[config.mk]
export PLATFORM = sky130hd
export DESIGN_NAME = boruss_fetch_unit
export DESIGN_NICKNAME = d
export VERILOG_FILES = /design/src/rtl/boruss_fetch_unit.sv
export SDC_FILE = /design/constraint.sdc
export NUM_CORES = 1
export LEC_CHECK = 0
export BUFFER_PORTS_ARGS = -buffer_cell sky130_fd_sc_hd__buf_2
export CORE_MARGIN = 3
export CORE_UTILIZATION = 50
export CTS_CLUSTER_SIZE = 30
export DETAILED_ROUTE_END_ITERATION = 6
export PLACE_DENSITY = 0.79
export SKIP_LAST_GASP = 1
export SYNTH_ARGS = -nofsm -noshare
export SYNTH_HDL_FRONTEND = slang
export SYNTH_SLANG_ARGS = --single-unit
[constraint.sdc]
create_clock -name clk -period 2.24 [get_ports clk]
set_clock_uncertainty 0.05 [all_clocks]
set_input_delay 0.112 -clock clk [delete_from_list [all_inputs] [get_ports clk]]
set_output_delay 0.112 -clock clk [all_outputs]
set_load 0.005 [all_outputs]
[src/rtl/boruss_fetch_unit.sv]
// Boruss CPU instruction fetch unit: walks the combinational program ROM,
// assembles 1- or 2-byte instructions and presents them on a valid/ready port.
module boruss_fetch_unit #(
    parameter logic [7:0] RESET_PC     = 8'h00,
    parameter bit         JMP_IN_FETCH = 1'b1
) (
    input  logic       clk,
    input  logic       rst_n,
    output logic [7:0] rom_addr,
    input  logic [7:0] rom_data,
    input  logic       fetch_en,
    input  logic       redirect_valid,
    input  logic [7:0] redirect_addr,
    output logic       instr_valid,
    input  logic       instr_ready,
    output logic [3:0] instr_opcode,
    output logic [1:0] instr_dest,
    output logic [1:0] instr_src,
    output logic [7:0] instr_operand,
    output logic       instr_len2,
    output logic [7:0] instr_pc
);

    typedef enum logic [1:0] {
        FETCH_OP  = 2'd0,
        FETCH_IMM = 2'd1,
        HOLD      = 2'd2
    } state_t;

    state_t     state_q;
    logic [7:0] pc_q;
    logic       valid_q;
    logic [3:0] opcode_q;
    logic [1:0] dest_q;
    logic [1:0] src_q;
    logic [7:0] operand_q;
    logic       len2_q;
    logic [7:0] instrPc_q;

    logic [7:0] pcInc_d;
    logic       twoByte_d;

    // LOAD immediate (opcode 0, src 01) and the whole 1xxx jump family carry a second byte
    assign pcInc_d   = pc_q + 8'd1;
    assign twoByte_d = rom_data[7] || ((rom_data[7:4] == 4'b0000) && (rom_data[1:0] == 2'b01));

    always_ff @(posedge clk) begin
        if (!rst_n) begin
            state_q   <= FETCH_OP;
            pc_q      <= RESET_PC;
            valid_q   <= 1'b0;
            opcode_q  <= 4'h0;
            dest_q    <= 2'b00;
            src_q     <= 2'b00;
            operand_q <= 8'h00;
            len2_q    <= 1'b0;
            instrPc_q <= 8'h00;
        end else if (redirect_valid) begin
            pc_q    <= redirect_addr;
            state_q <= FETCH_OP;
            valid_q <= 1'b0;
        end else begin
            case (state_q)
                FETCH_OP: begin
                    if (fetch_en) begin
                        opcode_q  <= rom_data[7:4];
                        dest_q    <= rom_data[3:2];
                        src_q     <= rom_data[1:0];
                        len2_q    <= twoByte_d;
                        instrPc_q <= pc_q;
                        pc_q      <= pcInc_d;
                        if (twoByte_d) begin
                            state_q <= FETCH_IMM;
                        end else begin
                            operand_q <= 8'h00;
                            valid_q   <= 1'b1;
                            state_q   <= HOLD;
                        end
                    end
                end
                FETCH_IMM: begin
                    if (fetch_en) begin
                        operand_q <= rom_data;
                        if (JMP_IN_FETCH && (opcode_q == 4'b1000)) begin
                            pc_q    <= rom_data;
                            state_q <= FETCH_OP;
                        end else begin
                            pc_q    <= pcInc_d;
                            valid_q <= 1'b1;
                            state_q <= HOLD;
                        end
                    end
                end
                HOLD: begin
                    if (instr_ready) begin
                        valid_q <= 1'b0;
                        state_q <= FETCH_OP;
                    end
                end
                default: begin
                    valid_q <= 1'b0;
                    state_q <= FETCH_OP;
                end
            endcase
        end
    end

    assign rom_addr      = pc_q;
    assign instr_valid   = valid_q;
    assign instr_opcode  = opcode_q;
    assign instr_dest    = dest_q;
    assign instr_src     = src_q;
    assign instr_operand = operand_q;
    assign instr_len2    = len2_q;
    assign instr_pc      = instrPc_q;

endmodule

### After elaboration in Yosys (flattened, before gate mapping)

Index checks and enable logic that the tools add are counted.

* flip-flop bits (word level): 36
* input port bits: 21
* logic and storage cells: 56

* $add $sub $neg: 1
* equality and inequality tests: 11
* multiplexer cells: 21
* bitwise operators: 2
* reductions and logical operators: 12

Operators with widths (number)
* $mux W8: 7
* $pmux W8 S2: 2
* $mux W2: 5
* $ne A2 B2 Y1 const B: 5
* $reduce_and A5 Y1: 2
* $reduce_and A3 Y1: 3
* $add A8 B1 Y8 const B: 1
* $ne A3 B3 Y1 const B: 2
* $pmux W2 S3: 1
* $mux W1: 5
* $eq A2 B1 Y1 const B: 2
* $eq A4 B4 Y1 const B: 1
* $logic_not A4 Y1: 1
* $pmux W1 S3: 1
* $reduce_bool A3 Y1: 1
* $eq A2 B2 Y1 const B: 1
* $logic_not A2 Y1: 1
* $not A1 Y1: 2
* $reduce_bool A2 Y1: 1
* $reduce_or A2 Y1: 1
* $logic_and A1 B1 Y1: 1
* $logic_or A1 B1 Y1: 1

### Longest topological paths before layout

* depth in word-level cells: 6
* depth in mapped cells: 6

### Least setup slack after synthesis

OpenSTA, ideal clock, no wires.

* path type: reg2reg
* start point: reg pc_q[1] (netlist: rom_addr[1])
* end point: reg pc_q[6] (netlist: rom_addr[6])
* setup time: 0.096 ns
* data arrival time: 1.603 ns
* required time: 2.094 ns
* slack: 0.492 ns
* cell stages (with the launch flop): 6
* clock period less this slack: 1.748 ns
* path through: dfxtp_1 > ha_1 > bufinv_8 > or3_1 > and3_4 > o41ai_2

* word-level cells in the longest chain between the ends: 5
* elaborated cells between the ends (all ways): 6
* classes of those cells: add/sub (1); mux (5)

RTL lines
* start: declaration: RTL line 31 `logic [7:0] pc_q;`
* start signal: assignment: RTL line 59 `pc_q <= redirect_addr;`
* start signal: assignment: RTL line 71 `pc_q <= pcInc_d;`
* start signal: assignment: RTL line 85 `pc_q <= rom_data;`
* $add A8 B1 Y8 *: RTL line 44 `assign pcInc_d = pc_q + 8'd1;`
* $mux W8: RTL line 84 `if (JMP_IN_FETCH && (opcode_q == 4'b1000)) begin`
* $mux W8: RTL line 82 `if (fetch_en) begin`
* $pmux W8 S2 *: RTL line 63 `case (state_q)`
* $mux W8 *: RTL line 58 `end else if (redirect_valid) begin`

Every way passes the cells marked *; elsewhere a longest branch is shown, timed or not. The select of a mux whose other input is x is not followed.
A chain may end at the register's enable or synchronous reset.

### Worst setup path after layout

Ends and elaborated chain as after synthesis.

==> metrics.md <==
| Metric | Value |
|---|---|
| Outcome | complete, no violations |
| Reg2reg path depth | 5 |
| Least-Margin Pin Slew | 542 ps |
| Ys flop type | dfxtp_1 |
| Power Internal | 870 µW |
| Worst setup EP type | register |
| Area Growth Syn to Fin | 23.1% |
| Fmax | 0.529 GHz |
| Leakage dissipation | 0.941 nW |
| Synth cell types | 47 |
| Starting Density | 0.547 |
| R2r startpoint | rom_addr[1] |
| Minimum clock period | 1890 ps |
| First-pass GRT wire length | 7410 µm |
| Final-report setup violation count | 0 |
| Antenna cell count | 0 |
| Final std cells w/o fill | 315 |
| RSZ-0062 raised after global routing | false |
| CTS Buf Count | 5 |
| Root buf cell | clkbuf_4 |
| Psw | 333 µW |
| TritonCTS clock tree | done |
| Dominant cell type by area after synthesis | dfxtp_1 |
| Worst-case clock buffer depth | 2 |
| Setup Fix Bufs, Post-CTS | 0 |
| Antenna-violating nets left | 0 |
| FP Rows | 20 |
| Chip Height | 65.2 µm |
| Total length of routed wires | 4470 µm |
| Worst-Skew Late Latency | 330 ps |
| Final hold vios | 0 |
| Share of the synthesized area in the top cell type | 0.411 |
| Initial antenna violation count | 0 |
| Worst setup path start | rom_addr[1] |
| Clock power frac | 0.264 |
| Power per cell area | 558 nW/µm² |
| Sequential Power Share | 0.577 |
| Total placed cells including tap cells | 299 |
| Syn nets | 232 |
| Top layer in use | met4 |
| Nets | 293 |
| Data arrival, critical path | 2080 ps |
| Metal-1 WL | 1910 µm |
| Share of cells above drive strength 1 | 0.269 |
| HP Start | rom_data[6] |
| Gr ovfl total | 0 |
| CP endpoint | rom_addr[6] |
| Final worst path period share | 0.844 |
| Drt pass-1 iters | 4 |
| Port buffer count | 54 |
| Leading cell type by number of instances after synthesis | nand2_1 |
| Yosys warns | 0 |
| Max_cap viols | 0 |
| Routed WL per cell | 14.2 µm |
| Hold path cells | 3 |
| WS Path Type | reg -> reg |
| Number of global-route vias before repair | 1575 |
| Worst-path maximum fanout | 8 |
| Clock-pin slew on the worst setup and hold paths | 100 ps |
| Switching Fraction | 0.277 |
| R2r setup slk | 350 ps |
| Seq/Total Area, Yosys | 0.411 |
| Design Power | 1.20 mW |
| Initial DRC count | 113 |
| Syn avg cell area | 8.34 µm² |
| Die ar. | 4250 µm² |
| Setup TNS | 0 ps |
| Critical R2R Capture | rom_addr[6] |
| Met2 wire length | 2130 µm |
| Ports | 55 |
| EDFF count, synth | 0 |
| Asr flop ratio synth | 0 |
| Synthesized area | 1750 µm² |
| Worst Hold Class | in -> reg |
| Via-to-Cell Ratio | 5.27 |
| DR WL met3 | 310 µm |
| Drc violations | 0 |
| Clock sinks | 36 |
| Slew headroom | 0.639 |
| Final max-slew violation count | 0 |
| Maximum VDD drop | 324 µV |
| Comb pwr share | 0.158 |
| Post-synth top cells | 56 x nand2_1, 36 x dfxtp_1, 24 x a21oi_1 |
| Area contributors post-synth | dfxtp_1 41%, nand2_1 12%, a21oi_1 6.9%, mux2i_1 6.3%, nand3_1 2.0% |
| HPWL after DPL | 3230 µm |
| Via count | 1661 |
| Yosys reg bits | 36 |
| Core area | 3200 µm² |
| DIE WIDTH | 65.2 µm |
| Mapped Cells | 210 |
| Final GP Congestion | 0.868 |
| Overall Global Routing Usage | 0.229 |
| Largest net degree at the start of global routing | 20 |
| H-tree level count | 2 |
| Startpoint Class | register |
| Worst EP required | 2430 ps |
cell families after synthesis:
group,Yosys count,share of synthesized area
AND/OR/NAND/NOR,96,0.278
AO/OA/AOI/OAI,48,0.169
flip-flops,36,0.411
buffers and inverters,16,0.0614
multiplexers,11,0.0629
XOR/XNOR,2,0.0100
adder cells (fa/ha/maj),1,0.00714
per-stage QoR:
stage / hold slack [ps] / setup WS (ps) / instance area [µm²] / utilization
6_report: 11.5 / 349 / 2160 / 0.673
5_1_grt: 16.3 / 223 / 2160 / 0.673
4_1_cts: 12.9 / 348 / 2160 / 0.673
3_5_place_dp: 268 / 374 / 2020 / 0.631
3_3_place_gp: 267 / 478 / 2020 / 0.631
2_1_floorplan: 163 / 492 / 1750 / -
power groups by stage:
stage               Combinational (mW)  Sequential (mW)  Clock [mW]
finish                           0.191            0.694       0.318
global route                     0.212            0.701       0.368
CTS                              0.191            0.695       0.328
detailed placement               0.178            0.709           0
global placement                 0.177            0.708           0
floorplan                        0.110            0.706           0
how the worst min path moves through the flow:
stage / to / slack [ps]
floorplan: state_q[1] / 160
global placement: state_q[1] / 270
detailed placement: state_q[1] / 270
CTS: instr_operand[6] / 10
global route: instr_src[1] / 20
finish: instr_opcode[2] / 10
cell usage in the layout (no fill, tap or decap), drive strengths merged, types with 3 or more instances in the layout:
master       Yosys  routed
nand2           57      57
buf              6      57
dfxtp           36      36
a21oi           24      24
mux2i           11      11
dlygate4sd3      0       9
o21ai            8       8
nor2             7       7
nand3            7       7
clkbuf           5       6
nand2b           5       5
or3              5       5
o211ai           3       3
and3             3       3
registers in the layout (all words and copies together), names as in the netlist:
| signal | count |
|---|---|
| instr_src | 2 |
| instr_pc | 8 |
| instr_operand | 8 |
| instr_dest | 2 |
| instr_opcode | 4 |
| rom_addr | 8 |
| instr_valid | 1 |
| instr_len2 | 1 |
| state_q | 2 |
critical path, stage by stage (launching register included):
cell	delay, ps
dfxtp_1	480
ha_1	270
bufinv_8	200
or3_1	340
and3_4	190
o41ai_2	280
layout make-up:
class                           instances  area (µm²)
Clock inverter                          1        5.00
Multi-Input combinational cell        158         923
Timing Repair Buffer                   66         383
Sequential cell                        36         721
Tap cell                               44        55.1
Inverter                                4        28.8
Fill cell                             313        1050
Clock buffer                            6        41.3
routing by layer:
layer | vias to the layer above | GRT usage
li1 | 847 | -
met1 | 745 | 0.292
met2 | 57 | 0.358
met3 | 12 | 0.0769
met4 | 0 | 0.0855
met5 | - | 0
repair_timing:
item / in CTS / in global routing
resized for setup: 0 / 0
hold buffers: 9 / 0
hold endpoints to repair: 13 / 0
(Power assumes the default switching activity.)
